**src/rtl/pipelined_cla_adder.sv**
```systemverilog
// pipelined_cla_adder
//
// Pipelined carry-lookahead adder/subtractor. A WIDTH-bit operation is split
// into SEG-bit lookahead segments; stage k resolves segment k and registers
// its carry for stage k+1, so one segment's lookahead is the only carry path
// per clock. WIDTH must be a multiple of SEG.
//
// Handshake (both ports): a beat transfers on a rising edge only when valid
// and ready are both high. A producer holds valid and data until the
// transfer. The ready chain is combinational from out_ready back to in_ready,
// so a full pipeline accepts a new beat on the same edge the oldest result
// leaves. Operand inputs are sampled only on the input transfer.
//
// Optional feature: define PIPELINED_CLA_OPCOUNT_EN to build a saturating
// counter of completed output transfers on op_count; otherwise op_count is 0.
//
// Ports:
//   clk, rst            clock, synchronous active-high reset
//   in_valid / in_ready operand handshake (in_ready is 0 while rst is high)
//   a, b, cin, sub      operands, carry-in (add only), 0=add 1=subtract
//   out_valid/out_ready result handshake
//   sum, cout, ovf      result, carry out of bit WIDTH-1, signed overflow
//   op_count            completed-operation counter
module pipelined_cla_adder #(
  parameter int WIDTH = 32,
  parameter int SEG   = 8
) (
  input  logic             clk,
  input  logic             rst,
  input  logic             in_valid,
  output logic             in_ready,
  input  logic [WIDTH-1:0] a,
  input  logic [WIDTH-1:0] b,
  input  logic             cin,
  input  logic             sub,
  output logic             out_valid,
  input  logic             out_ready,
  output logic [WIDTH-1:0] sum,
  output logic             cout,
  output logic             ovf,
  output logic [31:0]      op_count
);

  localparam int STAGES = WIDTH / SEG;

  // One SEG-bit lookahead segment: returns {carry_out, sum_bits}.
  function automatic logic [SEG:0] cla_seg(input logic [SEG-1:0] x,
                                           input logic [SEG-1:0] y,
                                           input logic           ci);
    logic [SEG-1:0] g;
    logic [SEG-1:0] p;
    logic [SEG:0]   c;
    g    = x & y;
    p    = x ^ y;
    c    = '0;
    c[0] = ci;
    for (int i = 0; i < SEG; i++) begin
      c[i+1] = g[i] | (p[i] & c[i]);
    end
    return {c[SEG], p ^ c[SEG-1:0]};
  endfunction

  // Subtract is a + ~b + 1, so the operand inversion and forced carry-in
  // happen once at the input and the stages only ever add.
  logic [WIDTH-1:0]  b_eff;
  logic              c_eff;
  logic              accept;
  logic [STAGES-1:0] vld;
  logic [STAGES-1:0] adv;

  assign b_eff = sub ? ~b : b;
  assign c_eff = sub ? 1'b1 : cin;

  // A stage may load when it is empty or its contents move on this edge.
  always_comb begin
    adv = '0;
    adv[STAGES-1] = !vld[STAGES-1] || out_ready;
    for (int k = STAGES - 2; k >= 0; k--) begin
      adv[k] = !vld[k] || adv[k+1];
    end
  end

  assign in_ready = !rst && adv[0];
  assign accept   = in_valid && in_ready;

  genvar k;
  for (k = 0; k < STAGES; k++) begin : stg
    localparam int LO = (k + 1) * SEG;  // sum bits resolved after this stage
    localparam int HI = WIDTH - LO;     // operand bits still to be added

    logic           v_q;
    logic           c_q;
    logic           sa_q;
    logic           sb_q;
    logic [LO-1:0]  s_q;

    logic           src_v;
    logic           src_ci;
    logic           src_sa;
    logic           src_sb;
    logic [SEG-1:0] seg_a;
    logic [SEG-1:0] seg_b;
    logic [SEG:0]   seg_r;
    logic [LO-1:0]  s_nxt;

    if (k == 0) begin : g_src
      assign src_v  = accept;
      assign src_ci = c_eff;
      assign src_sa = a[WIDTH-1];
      assign src_sb = b_eff[WIDTH-1];
      assign seg_a  = a[SEG-1:0];
      assign seg_b  = b_eff[SEG-1:0];
      assign s_nxt  = seg_r[SEG-1:0];
    end else begin : g_src
      assign src_v  = stg[k-1].v_q;
      assign src_ci = stg[k-1].c_q;
      assign src_sa = stg[k-1].sa_q;
      assign src_sb = stg[k-1].sb_q;
      assign seg_a  = stg[k-1].hi.a_q[SEG-1:0];
      assign seg_b  = stg[k-1].hi.b_q[SEG-1:0];
      assign s_nxt  = {seg_r[SEG-1:0], stg[k-1].s_q};
    end

    assign seg_r  = cla_seg(seg_a, seg_b, src_ci);
    assign vld[k] = v_q;

    // Payload only loads with a valid beat, so a stalled or idle stage
    // keeps its last contents.
    always_ff @(posedge clk) begin
      if (rst) begin
        v_q  <= 1'b0;
        c_q  <= 1'b0;
        sa_q <= 1'b0;
        sb_q <= 1'b0;
        s_q  <= '0;
      end else if (adv[k]) begin
        v_q <= src_v;
        if (src_v) begin
          s_q  <= s_nxt;
          c_q  <= seg_r[SEG];
          sa_q <= src_sa;
          sb_q <= src_sb;
        end
      end
    end

    if (HI > 0) begin : hi
      logic [HI-1:0] a_q;
      logic [HI-1:0] b_q;
      logic [HI-1:0] a_nxt;
      logic [HI-1:0] b_nxt;

      if (k == 0) begin : g_hsrc
        assign a_nxt = a[WIDTH-1:SEG];
        assign b_nxt = b_eff[WIDTH-1:SEG];
      end else begin : g_hsrc
        assign a_nxt = stg[k-1].hi.a_q[HI+SEG-1:SEG];
        assign b_nxt = stg[k-1].hi.b_q[HI+SEG-1:SEG];
      end

      always_ff @(posedge clk) begin
        if (rst) begin
          a_q <= '0;
          b_q <= '0;
        end else if (adv[k] && src_v) begin
          a_q <= a_nxt;
          b_q <= b_nxt;
        end
      end
    end
  end

  assign out_valid = vld[STAGES-1];
  assign sum       = stg[STAGES-1].s_q;
  assign cout      = stg[STAGES-1].c_q;
  // Signed overflow: operands of equal sign produced a result of the other sign.
  assign ovf       = (stg[STAGES-1].sa_q == stg[STAGES-1].sb_q) &&
                     (stg[STAGES-1].s_q[WIDTH-1] != stg[STAGES-1].sa_q);

`ifdef PIPELINED_CLA_OPCOUNT_EN
  logic [31:0] cnt_q;

  always_ff @(posedge clk) begin
    if (rst) begin
      cnt_q <= '0;
    end else if (out_valid && out_ready && (cnt_q != 32'hFFFF_FFFF)) begin
      cnt_q <= cnt_q + 32'd1;
    end
  end

  assign op_count = cnt_q;
`else
  assign op_count = '0;
`endif

endmodule
```
**config.mk**
```make
export PLATFORM = sky130hd
export DESIGN_NAME = pipelined_cla_adder
export DESIGN_NICKNAME = d
export VERILOG_FILES = /design/src/rtl/pipelined_cla_adder.sv
export SDC_FILE = /design/constraint.sdc
export NUM_CORES = 1
export LEC_CHECK = 0
export ABC_AREA = 0
export BUFFER_PORTS_ARGS = -buffer_cell sky130_fd_sc_hd__buf_4
export CORE_ASPECT_RATIO = 2
export CORE_MARGIN = 2
export CORE_UTILIZATION = 50
export CTS_BUF_LIST = sky130_fd_sc_hd__clkbuf_4 sky130_fd_sc_hd__clkbuf_8
export CTS_CLUSTER_DIAMETER = 150
export DETAILED_ROUTE_END_ITERATION = 12
export PLACE_DENSITY_LB_ADDON = 0.05
export SLEW_MARGIN = 10
export SYNTH_ARGS = -nofsm -noshare
export SYNTH_HDL_FRONTEND = slang
export SYNTH_SLANG_ARGS = --single-unit
```
**constraint.sdc**
```tcl
create_clock -name clk -period 8.6 [get_ports clk]
set_input_delay 1.72 -clock clk [delete_from_list [all_inputs] [get_ports clk]]
set_output_delay 1.72 -clock clk [all_outputs]
set_load 0.005 [all_outputs]
```
Word level (Yosys, flattened, before mapping)
Index checks and enable logic that the tools add are counted.

word-level totals
  output and inout bits = 68
  register bits after elaboration = 192
  input bits = 70

operators by class
  reductions and logical operators = 19
  mux-type cells = 2
  equality and inequality tests = 2
  bitwise gates (word level) = 77

operators by type and width
  operator               number
  8-bit bitwise XOR      8
  1-bit AND              32
  8-bit AND              4
  32-bit 2-to-1 mux      1
  32-bit NOT             1
  1-bit OR               32
  2-bit AND reduction    4
  1-bit logical AND      6
  1-bit zero test        5
  1-bit logical OR       4
  1-bit == test          1
  1-bit 2-to-1 mux       1
  1-bit inequality test  1

Longest topological paths before layout
  depth in word-level cells = 19
  mapped depth = 14
  gate-level depth less buffers = 12

Least setup slack after synthesis
No wires, ideal clock.

  kind = input to register
  start point = in sub
  end point = reg stg[0].s_q[7]
  stages = 14
  path buffers = 2
  path slack = 2759 ps
  data arrival time = 5722 ps
  cell sequence = buf_2 -> buf_2 -> xnor2_1 -> fa_1 -> fa_1 -> fa_1 -> fa_1 -> fa_1 -> fa_1 -> fa_1 -> inv_1 -> fa_1 -> nand2b_1 -> mux2i_1

on the way
  cells in the longest elaborated chain, start to end = 17
  elaborated cells on any way between the ends = 19
  classes of those cells = mux: 2; bitwise: 17

RTL lines
  what                    line  text
  start: declaration      35    input logic sub,
  32-bit 2-to-1 mux       71    assign b_eff = sub ? ~b : b;
  8-bit bitwise XOR       54    p = x ^ y;
  1-bit AND               58    c[i+1] = g[i] | (p[i] & c[i]);
  1-bit OR                58
  1-bit AND               58
  1-bit OR                58
  1-bit AND               58
  1-bit OR                58
  [2 not listed]          n/a
  1-bit AND               58
  1-bit OR                58
  1-bit AND               58
  1-bit OR                58
  1-bit AND               58
  1-bit OR                58
  8-bit bitwise XOR (*)   60    return {c[SEG], p ^ c[SEG-1:0]};
  via stg[0].s_nxt[7]     104   logic [LO-1:0] s_nxt;
  end signal: assignment  139   s_q <= s_nxt;
  end: declaration        95    logic [LO-1:0] s_q;

The timed path passes the listed nets; every way through them passes the cells marked *.
A chain may end at the register's enable or synchronous reset.

Worst setup path in the final report
Ends and elaborated chain as after synthesis.

==> results.md <==
- Initial antenna violation count: 0
- Yosys warnings: 0
- Reg area: ~0.0037 sq mm
- # port buffers: approximately 110
- Max Buffers Root-to-Sink: 2
- H-tree Lvls: 4
- Placed instance area: about 0.009 sq mm
- P_leak: 3.69 nW
- Share of layout cells above drive strength 1: 17.5%
- Synthesized area: 0.00865 sq mm
- Mapped Cells: around 960
- CORE AREA: approximately 0.017 sq mm
- GRT Max-Usage Layer: met2
- DR iter-0 viols: between 200 and 300
- TritonCTS clock tree: built
- GRT met2 Usage: roughly 42%
- Pwr dens: 172 mW/mm^2
- Drt drc: 0
- Met1 Use GR: 23.8%
- Max-Cap Viols: 0
- RSZ-0062 raised after global routing: false
- Top achievable clock speed: between 150 and 200 MHz
- IO Count: 138
- Die area: roughly 0.018 sq mm
- Die width: 97.0 um
- WL/cell: 16.3 um
- ANT nets after route: 0
- Post-CTS sizing: 0
- GP Congestion: 0.790
- CTS buffer count: 17
- Critical Path RT: 8.92 ns
- Post-CTS setup buffers: 0
- VDD IR max: between 0.08 and 0.09 mV
- Routed via count: 6595
- Gr ovfl total: 0
- Clock root buffer: clkbuf_8
- Vias in the first global route: 6538
- Largest net degree at the start of global routing: 139
- GRT Util Overall: 21.9%
- Slowest stage delay, CP: 0.48 ns
- CTS Hold Bufs: 0
- Final period demand of the worst path: 5.68 ns
- GRT met3 Usage: under 10%
- Insertion delay to the later sink of the worst-skew pair: 0.46 ns
- Worst slew margin: 28.5%
- Row count: 68
- Period Utilization, post-route: between 60 and 70%
- Slowest CP cell: fa_1
- CTS clk-pin slew, worst paths: 0.10 ns
- Area growth, synth to finish: 11.5%
- Count of clock tree sinks: 186
- Avg Synthesized Cell Area: around 9.0 sq um
- Initial Utilization: 50.6%
- Slew Limit Fails: 0
- Drt pass-1 iters: 5
- WL final: 19.9 mm
- Top cell by count, worst path: fa_1
- CP Launch Type: primary input
- Fin area: 0.00965 sq mm
- Yosys reg bits: 186
- Die Span Y: 190 um
- Fin nets: 1105
- Multi-input logic area: approximately 0.0043 sq mm
- Total Neg Setup Slack: 0 ns
- Crit. End Element: flop
- Worst-Margin Slew: 1.07 ns
- Buf+Inv Stages, Crit Path: 2
- Post-synthesis sequential area ratio: between 40% and 50%
- Global-route wire length before repair: 32.4 mm
- Final Setup Violations: 0
- Worst path cell trace: buf_4 -> xnor2_1 -> fa_1 -> fa_1 -> fa_1 -> fa_1 -> fa_1 -> fa_1 -> fa_1 -> inv_1 -> fa_1 -> nand2b_1 -> mux2i_1
- Hold Vio Cnt, Final: 0
- Critical setup path kind: in -> reg
- Max Clock Skew: 0.0176 ns
- Fill count: 1640
- Library cells used by synthesis: 32
- Ant diodes: 0
- Detailed placement HPWL: about 13 mm
- Largest delay share family, worst path: adder cells
- Crit-path max FO: 33
- CP arrival: 6.00 ns
- Worst Hold Class: reg -> reg
- Run status: finished, final reports clean
- Vias/cell: 5.38
## Yosys cell counts
master    instances  area [sq um]
o21ai_2           1          8.76
inv_1            32           120
nand3_1         116           581
clkbuf_2          1          5.00
buf_2            26           130
dfxtp_1         186          3720
nand2_1           2          7.51
xnor2_1          31           272
a311oi_1          9          78.8
mux2i_1          26           260
xor2_1            1          8.76
nor2_1           32           120
a211oi_1          2          15.0
buf_1            10          37.5
o211a_1           2          20.0
a21oi_1         130           651
mux2_2           25           282
nand3b_1          1          7.51
clkbuf_1         46           173
o21ai_1           9          45.0
nand2b_1         53           332
conb_1            1          3.75
buf_4            36           270
and3b_1           1          8.76
nor2b_1          30           188
a21boi_4          1          18.8
buf_6             3          33.8
nand4b_1          1          8.76
o21ai_0         108           541
and4b_4           1          13.8
fa_1             32           641
mux2_1            4          45.0
## layout make-up
class	count	area share (%)
Clock buffer	17	2.43
Timing Repair Buffer	116	9.07
Tap cell	210	2.72
Clock inverter	15	1.62
Multi-Input combinational cell	650	44.3
Sequential cell	186	38.6
Inverter	32	1.25
## per-stage QoR
| stage | hold WS [ns] | total power, mW | std cells | utilization (%) | setup slack [ns] |
|---|---|---|---|---|---|
| 3_5_place_dp | 0.467 | 1.12 | 1194 | 54.1 | 2.41 |
| 4_1_cts | 0.479 | 1.68 | 1226 | 56.4 | 2.90 |
| 3_3_place_gp | 0.463 | 1.12 | 1194 | 54.1 | 2.47 |
| 2_1_floorplan | 0.439 | 1.06 | 990 | - | 2.76 |
| 5_1_grt | 0.497 | 1.74 | 1226 | 56.4 | 2.69 |
| 6_report | 0.480 | 1.66 | 1226 | 56.4 | 2.92 |
## routing by layer
| layer | vias up | share of wire [%] |
|---|---|---|
| li1 | 3280 | - |
| met1 | 3195 | 38 |
| met2 | 95 | 57 |
| met3 | 25 | 2.1 |
| met4 | 0 | 2.5 |
| met5 | - | 0 |
## worst register-to-register path: cells and delay by family (launching register included)
kind | cells | cell delay [ns]
adders and majority gates | 8 | 2.98
AOI/OAI and AO/OA | 1 | 0.25
DFF | 1 | 0.33
buffers and inverters | 3 | 0.24
## registers in the layout (all words and copies together), names as in the netlist
name and count:
stg.v_q 3, stg.sb_q 4, stg.hi.a_q 45, out_valid 1, cout 1, stg.s_q 48
stg.sa_q 4, stg.c_q 3, stg.hi.b_q 45, sum 32
## cells in the final DEF (no fill, tap or decap), drive strengths merged
cell,count
dfxtp,186
a21oi,130
conb,32
fa,32
nand2b,53
nand3b,1
clkbuf,17
and4b,1
buf,116
a21boi,1
a311oi,9
mux2i,26
nand2,2
inv,39
and3b,1
o211a,2
xnor2,31
xor2,1
mux2,29
nor2,32
o21ai,118
a211oi,2
nand4b,1
nor2b,30
nand3,116
clkinv,8
## power breakdown
group	total (mW)	switching, mW	internal (mW)
Clock	0.564	0.347	0.217
Combinational	0.182	0.0952	0.0863
Sequential	0.915	0.0210	0.894
Total	1.66	0.463	1.20
## kinds of logic (layout without fill, tap and decap cells)
group                      Yosys count  after routing  synth area share (%)
other                                1             32                0.0434
adders and majority gates           32             32                  7.41
buffers and inverters              154            180                  8.90
DFF                                186            186                  43.1
and+or+nand+nor                    237            237                  14.6
xor gates and xnor gates            32             32                  3.24
AOI/OAI and AO/OA                  262            262                  15.9
muxes                               55             55                  6.79
## path summary, 6_finish.rpt
kind | cells after the start | from | slack, ns | endpoint
worst max-delay path | 13 | sub | 2.92 | stg[0].s_q[7]$_SDFFE_PP0P_
worst min-delay path | 2 | stg[1].hi.b_q[0]$_SDFFE_PP0P_ | 0.48 | stg[1].hi.b_q[0]$_SDFFE_PP0P_
worst max register to register | 12 | stg[2].c_q$_SDFFE_PP0P_ | 4.72 | sum[31]$_SDFFE_PP0P_
worst min register to register | 2 | stg[1].hi.b_q[0]$_SDFFE_PP0P_ | 0.48 | stg[1].hi.b_q[0]$_SDFFE_PP0P_
No activity file was read; power rests on OpenSTA's default activity.
